**src/rtl/clk_divider_prog_if.sv**
```systemverilog
// Control/status bundle for the programmable clock divider.
// The master side drives enable, restart and load requests; the slave side returns the divided outputs.
interface clk_divider_prog_if #(
  parameter int CNT_W = 16
);
  logic             en;
  logic             clr;
  logic             div_load;
  logic [CNT_W-1:0] div_val;
  logic [CNT_W-1:0] hi_val;
  logic             O_CLK;
  logic             O_TICK;
  logic             load_pend;
  logic             load_err;
  logic [CNT_W-1:0] cur_div;

  modport master (
    output en, clr, div_load, div_val, hi_val,
    input  O_CLK, O_TICK, load_pend, load_err, cur_div
  );

  modport slave (
    input  en, clr, div_load, div_val, hi_val,
    output O_CLK, O_TICK, load_pend, load_err, cur_div
  );
endinterface

```
**src/rtl/clk_divider_prog.sv**
```systemverilog
// Runtime-programmable clock divider with a per-period tick strobe.
// New period/high-time settings wait in a shadow register and take effect at the next period boundary.
module clk_divider_prog #(
  parameter int CNT_W       = 16,
  parameter int DEFAULT_DIV = 20
) (
  input logic               I_CLK,
  input logic               rst,
  clk_divider_prog_if.slave bus
);

  localparam logic [CNT_W-1:0] ZERO   = {CNT_W{1'b0}};
  localparam logic [CNT_W-1:0] ONE    = {{(CNT_W-1){1'b0}}, 1'b1};
  localparam logic [CNT_W-1:0] TWO    = {{(CNT_W-2){1'b0}}, 2'b10};
  localparam logic [CNT_W-1:0] DEF_DIV = CNT_W'(DEFAULT_DIV);
  localparam logic [CNT_W-1:0] DEF_HI  = DEF_DIV >> 1;

  logic [CNT_W-1:0] cnt_q,      cnt_d;
  logic [CNT_W-1:0] div_act_q,  div_act_d;
  logic [CNT_W-1:0] hi_act_q,   hi_act_d;
  logic [CNT_W-1:0] pend_div_q, pend_div_d;
  logic [CNT_W-1:0] pend_hi_q,  pend_hi_d;
  logic             load_pend_q, load_pend_d;
  logic             load_err_q,  load_err_d;
  logic             o_clk_q,     o_clk_d;
  logic             o_tick_q,    o_tick_d;

  logic             load_ok_s;
  logic             wrap_s;
  logic [CNT_W-1:0] load_hi_s;
  logic [CNT_W-1:0] cnt_n_s;

  // Load validation and free-running counter successor
  always_comb begin
    load_ok_s = (bus.div_val >= TWO) &&
                ((bus.hi_val == ZERO) || (bus.hi_val < bus.div_val));
    load_hi_s = (bus.hi_val == ZERO) ? (bus.div_val >> 1) : bus.hi_val;
    wrap_s    = (cnt_q == (div_act_q - ONE));
    cnt_n_s   = wrap_s ? ZERO : (cnt_q + ONE);
  end

  // Next-state: clr restarts (applying pending), en counts, a load always lands in the shadow
  always_comb begin
    cnt_d       = cnt_q;
    div_act_d   = div_act_q;
    hi_act_d    = hi_act_q;
    pend_div_d  = pend_div_q;
    pend_hi_d   = pend_hi_q;
    load_pend_d = load_pend_q;
    load_err_d  = 1'b0;
    o_clk_d     = o_clk_q;
    o_tick_d    = 1'b0;

    if (bus.clr) begin
      if (load_pend_q) begin
        div_act_d   = pend_div_q;
        hi_act_d    = pend_hi_q;
        load_pend_d = 1'b0;
      end else begin
        load_pend_d = load_pend_q;
      end
      cnt_d   = div_act_d - ONE;
      o_clk_d = 1'b0;
    end else if (bus.en) begin
      if (wrap_s && load_pend_q) begin
        div_act_d   = pend_div_q;
        hi_act_d    = pend_hi_q;
        load_pend_d = 1'b0;
      end else begin
        load_pend_d = load_pend_q;
      end
      cnt_d    = cnt_n_s;
      o_clk_d  = (cnt_n_s < hi_act_d);
      o_tick_d = (cnt_n_s == ZERO);
    end else begin
      cnt_d = cnt_q;
    end

    // Captured after the apply decision so a same-edge load waits for the next boundary
    if (bus.div_load) begin
      if (load_ok_s) begin
        pend_div_d  = bus.div_val;
        pend_hi_d   = load_hi_s;
        load_pend_d = 1'b1;
      end else begin
        load_err_d = 1'b1;
      end
    end else begin
      load_err_d = 1'b0;
    end
  end

  // State registers; reset parks the counter in the last cycle of a period
  always_ff @(posedge I_CLK or posedge rst) begin
    if (rst) begin
      cnt_q       <= DEF_DIV - ONE;
      div_act_q   <= DEF_DIV;
      hi_act_q    <= DEF_HI;
      pend_div_q  <= DEF_DIV;
      pend_hi_q   <= DEF_HI;
      load_pend_q <= 1'b0;
      load_err_q  <= 1'b0;
      o_clk_q     <= 1'b0;
      o_tick_q    <= 1'b0;
    end else begin
      cnt_q       <= cnt_d;
      div_act_q   <= div_act_d;
      hi_act_q    <= hi_act_d;
      pend_div_q  <= pend_div_d;
      pend_hi_q   <= pend_hi_d;
      load_pend_q <= load_pend_d;
      load_err_q  <= load_err_d;
      o_clk_q     <= o_clk_d;
      o_tick_q    <= o_tick_d;
    end
  end

  assign bus.O_CLK     = o_clk_q;
  assign bus.O_TICK    = o_tick_q;
  assign bus.load_pend = load_pend_q;
  assign bus.load_err  = load_err_q;
  assign bus.cur_div   = div_act_q;

endmodule

```
**src/flat_wrapper.sv**
```systemverilog
// flat-port wrapper written by rule: the top's interface ports become plain ports
module clk_divider_prog_flat 
#(
  parameter int CNT_W       = 16,
  parameter int DEFAULT_DIV = 20
)
  (I_CLK, rst, bus_en, bus_clr, bus_div_load, bus_div_val, bus_hi_val, bus_O_CLK, bus_O_TICK, bus_load_pend, bus_load_err, bus_cur_div);
  clk_divider_prog_if #(.CNT_W(CNT_W)) bus_i ();
  input logic I_CLK;
  input logic rst;
  input wire logic [$bits(bus_i.en)-1:0] bus_en;
  input wire logic [$bits(bus_i.clr)-1:0] bus_clr;
  input wire logic [$bits(bus_i.div_load)-1:0] bus_div_load;
  input wire logic [$bits(bus_i.div_val)-1:0] bus_div_val;
  input wire logic [$bits(bus_i.hi_val)-1:0] bus_hi_val;
  output wire logic [$bits(bus_i.O_CLK)-1:0] bus_O_CLK;
  output wire logic [$bits(bus_i.O_TICK)-1:0] bus_O_TICK;
  output wire logic [$bits(bus_i.load_pend)-1:0] bus_load_pend;
  output wire logic [$bits(bus_i.load_err)-1:0] bus_load_err;
  output wire logic [$bits(bus_i.cur_div)-1:0] bus_cur_div;
  assign bus_i.en = bus_en;
  assign bus_i.clr = bus_clr;
  assign bus_i.div_load = bus_div_load;
  assign bus_i.div_val = bus_div_val;
  assign bus_i.hi_val = bus_hi_val;
  assign bus_O_CLK = bus_i.O_CLK;
  assign bus_O_TICK = bus_i.O_TICK;
  assign bus_load_pend = bus_i.load_pend;
  assign bus_load_err = bus_i.load_err;
  assign bus_cur_div = bus_i.cur_div;
  clk_divider_prog #(.CNT_W(CNT_W), .DEFAULT_DIV(DEFAULT_DIV)) u_core (.I_CLK(I_CLK), .rst(rst), .bus(bus_i));
endmodule
```
**config.mk**
```make
export PLATFORM = sky130hd
export DESIGN_NAME = clk_divider_prog_flat
export DESIGN_NICKNAME = d
export VERILOG_FILES = /design/src/rtl/clk_divider_prog_if.sv /design/src/rtl/clk_divider_prog.sv /design/src/flat_wrapper.sv
export SDC_FILE = /design/constraint.sdc
export NUM_CORES = 1
export LEC_CHECK = 0
export CORE_ASPECT_RATIO = 0.9
export CORE_MARGIN = 2
export CORE_UTILIZATION = 47
export CTS_BUF_LIST = sky130_fd_sc_hd__clkbuf_2 sky130_fd_sc_hd__clkbuf_4 sky130_fd_sc_hd__clkbuf_8
export DETAILED_ROUTE_END_ITERATION = 6
export PLACE_DENSITY = 0.67
export SYNTH_ARGS = -nofsm -noshare
export SYNTH_HDL_FRONTEND = slang
export SYNTH_SLANG_ARGS = --single-unit
export TNS_END_PERCENT = 100
```
**constraint.sdc**
```tcl
create_clock -name I_CLK -period 8.5 [get_ports I_CLK]
set_clock_uncertainty 0.05 [all_clocks]
set_input_delay 1.7 -clock I_CLK [delete_from_list [all_inputs] [get_ports I_CLK]]
set_output_delay 1.7 -clock I_CLK [all_outputs]
set_load 0.01 [all_outputs]
```
==> reports/metrics.yaml <==
status: "complete, no violations"
die_h_um: 113.0
synth_edf_count: 0
syn_inst: 650
path_cells: "inv_1, ha_1, or4b_4, or3_1, a2111oi_2, nand4_1, nor3_4, nand4_2, mux2i_1, ha_1, a21o_1, a21o_1, a21oi_1, nor2b_1, o21ai_0, nand2_1, a2111o_1, a21oi_1"
start_kind: "flip-flop"
worst-path-max-fanout: 16
cts_buffers: 9
grt.total_usage_pct: 24.51
fin_crit_ns: 5.300
post_cts_resized: 0
hold_depth: 1
min_path_type: "flip-flop to flip-flop"
viasPerCell: 5.982
synthTopCellsByArea: "dfrtp_1 29%, mux2_4 7.3%, ha_1 6.7%"
cts_root_buf: "clkbuf_8"
worstPathArrival_ns: 5.56
synth_common_cells: "73 x dfrtp_1, 60 x a21oi_1, 57 x nor2_1"
clk_path_buf_depth: 2
reg2reg_depth: 18
drtPass1Iterations: 4
ys_seq_elements: 84
fin_nets: 742
fmax_ghz: 0.1887
async_reset_ff_share_pct: 100.0
finalSetupTns_ns: 0
final_util_pct: 54.74
fin_crit_sh_pct: 62.35
wire_per_inst_um: 19.89
hold-path-endpoint: "u_core.hi_act_q[11]"
placementRows: 39
ys.flop_type: "dfrtp_1"
slew_violations: 0
synth_nets: 720
cap_violations: 0
grt_antenna_before_repair: 0
grt_pass1_vias: 4969
internal_power_w: 0.001132
overflow: 0
core_region_area_um2: 12780
area_delta_synth_final_pct: 12.85
io_pins: 57
leakagePower_nw: 3.054
crit_path_end_kind: "flip-flop"
peakVddDrop_v: 0.0001435
tightest_slew_ns: 0.8281
rsz0062_at_grt: "false"
die_area_um2: 14130
cts_max_level: 3
clock_sinks: 84
pwr-share-seq_pct: 38.7
switchingPower_w: 0.0007698
cts_tree: "built"
synth_top_family_by_area: "simple AND/OR/NAND/NOR gates"
crit_path_top_delay_cell: "nand4_2"
syn_area_um2: 6201
synth.avg_cell_area_um2: 9.540
path_class: "flip-flop to flip-flop"
antenna_left: 0
power_density_nw_per_um2: 271.8
yosys_warnings: 0
yosys-mux-area-fraction_pct: 16.38
r2r-end: "u_core.bus.O_CLK"
path_clk_slew_ns: 0.09
routed_wl_um: 16730
drive_above_1_share_pct: 14.62
initial_core_util_pct: 48.50
synth_xor_area_share_pct: 6.073
rrSetupSlack_ns: 3.20
place_hpwl_um: 12500
min_from: "u_core.hi_act_q[11]"
power_frac_clock_pct: 17.5
synth-adder-area-share_pct: 6.659
portBuffers: 56
synth_cell_types: 63
finalSetupViolCount: 0
place.gp.congestion: 0.9102
cp_data_required_time_ns: 8.76
seq_area_frac_synth_pct: 34.12
grt_pass1_wl_um: 26850
swShare_pct: 40.48
synth_top_area_share_pct: 29.46
slew_headroom_pct: 44.80
synthSimpleGateAreaFrac_pct: 17.07
hold_violations: 0
drcViolationCount: 0
drt_iter0_markers: 362
slowest_delay_ns: 0.62
yosysMostFrequentCell: "dfrtp_1"
r2r-start: "u_core.bus.cur_div[0]"
grt_start_max_net_pins: 65
synth_compound_area_share_pct: 14.08
insertion_delay_ns: 0.38
die_x_um: 125.1
postCtsHoldBufs: 0
pwr-share-comb_pct: 43.8
diodes: 0
cts_setup_buffers: 0
via_count: 5031
synth_area_leader_cell: "dfrtp_1"
==> power by group through the flow <==
stage	registers, W	clock network (W)	logic (W)
3_3_place_gp	0.000730	0	0.000803
3_5_place_dp	0.000736	0	0.000825
4_1_cts	0.000729	0.000341	0.000831
2_1_floorplan	0.000622	0	0.000673
5_1_grt	0.000757	0.000356	0.000922
6_report	0.000735	0.000334	0.000833
==> layer usage <==
layer	global-route usage, %	vias to the layer above	part of all wire [%]
met3	5.390	21	4.9
met4	7.630	0	1.8
met5	0	-	0
li1	-	2392	-
met2	37.25	139	44
met1	35.14	2479	50
==> kinds of logic (layout without fill, tap and decap cells) <==
logic type / count (synthesis) / in the layout
xor gates and xnor gates: 43 / 43
adders and majority gates: 33 / 33
DFF: 84 / 84
buffers and inverters: 74 / 101
muxes: 84 / 84
AOI/OAI and AO/OA: 138 / 138
and+or+nand+nor: 194 / 194
==> flip-flops by register name (all words and copies together) (netlist names) <==
signal and flops:
u_core.pend_div_q 16, u_core.cnt_q 16, u_core.hi_act_q 16, u_core.bus.O_CLK 1, u_core.bus.load_pend 1, u_core.pend_hi_q 16
u_core.bus.cur_div 16, u_core.bus.O_TICK 1, u_core.bus.load_err 1
==> area by class of cell <==
type	count	area, um^2
clock inverter	5	85.08
fill	1167	5787
timing repair buffer	61	598.1
multi-input combinational	492	3757
inverter	24	91.34
clock buffer	11	145.1
tap	164	205.2
sequential	84	2116
==> placed cells by master, fill, tap and decap left out, types with 18 or more instances in the layout <==
cell type        instances
a21oi_1                 60
clkdlybuf4s50_1         56
dfrtp_1                 73
ha_1                    33
inv_1                   22
mux2_2                  20
mux2_4                  30
mux2i_1                 34
nand2_1                 20
nor2_1                  57
nor3_1                  21
o21ai_0                 18
xnor2_1                 25
xor2_1                  18
==> critical path: cells and delay by family, from the launching register on <==
family                     cells  cell delay, ns
and+or+nand+nor                7            2.19
AOI/OAI and AO/OA              7            1.54
muxes                          1            0.38
buffers and inverters          1            0.09
adders and majority gates      2            0.52
DFF                            1            0.46
==> worst max path at each step <==
stage / startpoint / endpoint / slack, ns
floorplan: u_core.bus.cur_div[0] / u_core.bus.O_CLK / 3.80
global placement: u_core.bus.cur_div[0] / u_core.bus.O_CLK / 3.45
detailed placement: u_core.bus.cur_div[0] / u_core.bus.O_CLK / 3.25
CTS: u_core.bus.cur_div[0] / u_core.bus.O_CLK / 3.21
global route: u_core.bus.cur_div[0] / u_core.bus.O_CLK / 2.86
finish: u_core.bus.cur_div[0] / u_core.bus.O_CLK / 3.20
==> through the flow <==
stage                     power [W]  hold WS, ns  std cells  cell area (um^2)  worst slack, ns
final                      0.001902       0.4680        841              6998            3.200
after floorplan            0.001295       0.4312        650              6201            3.798
after global routing       0.002034       0.4813        841              6998            2.863
after detailed placement   0.001560       0.4432        825              6768            3.251
after global placement     0.001533       0.4449        825              6768            3.455
after CTS                  0.001901       0.4708        841              6998            3.210
Note: power is estimated with default switching activity, not from simulation.
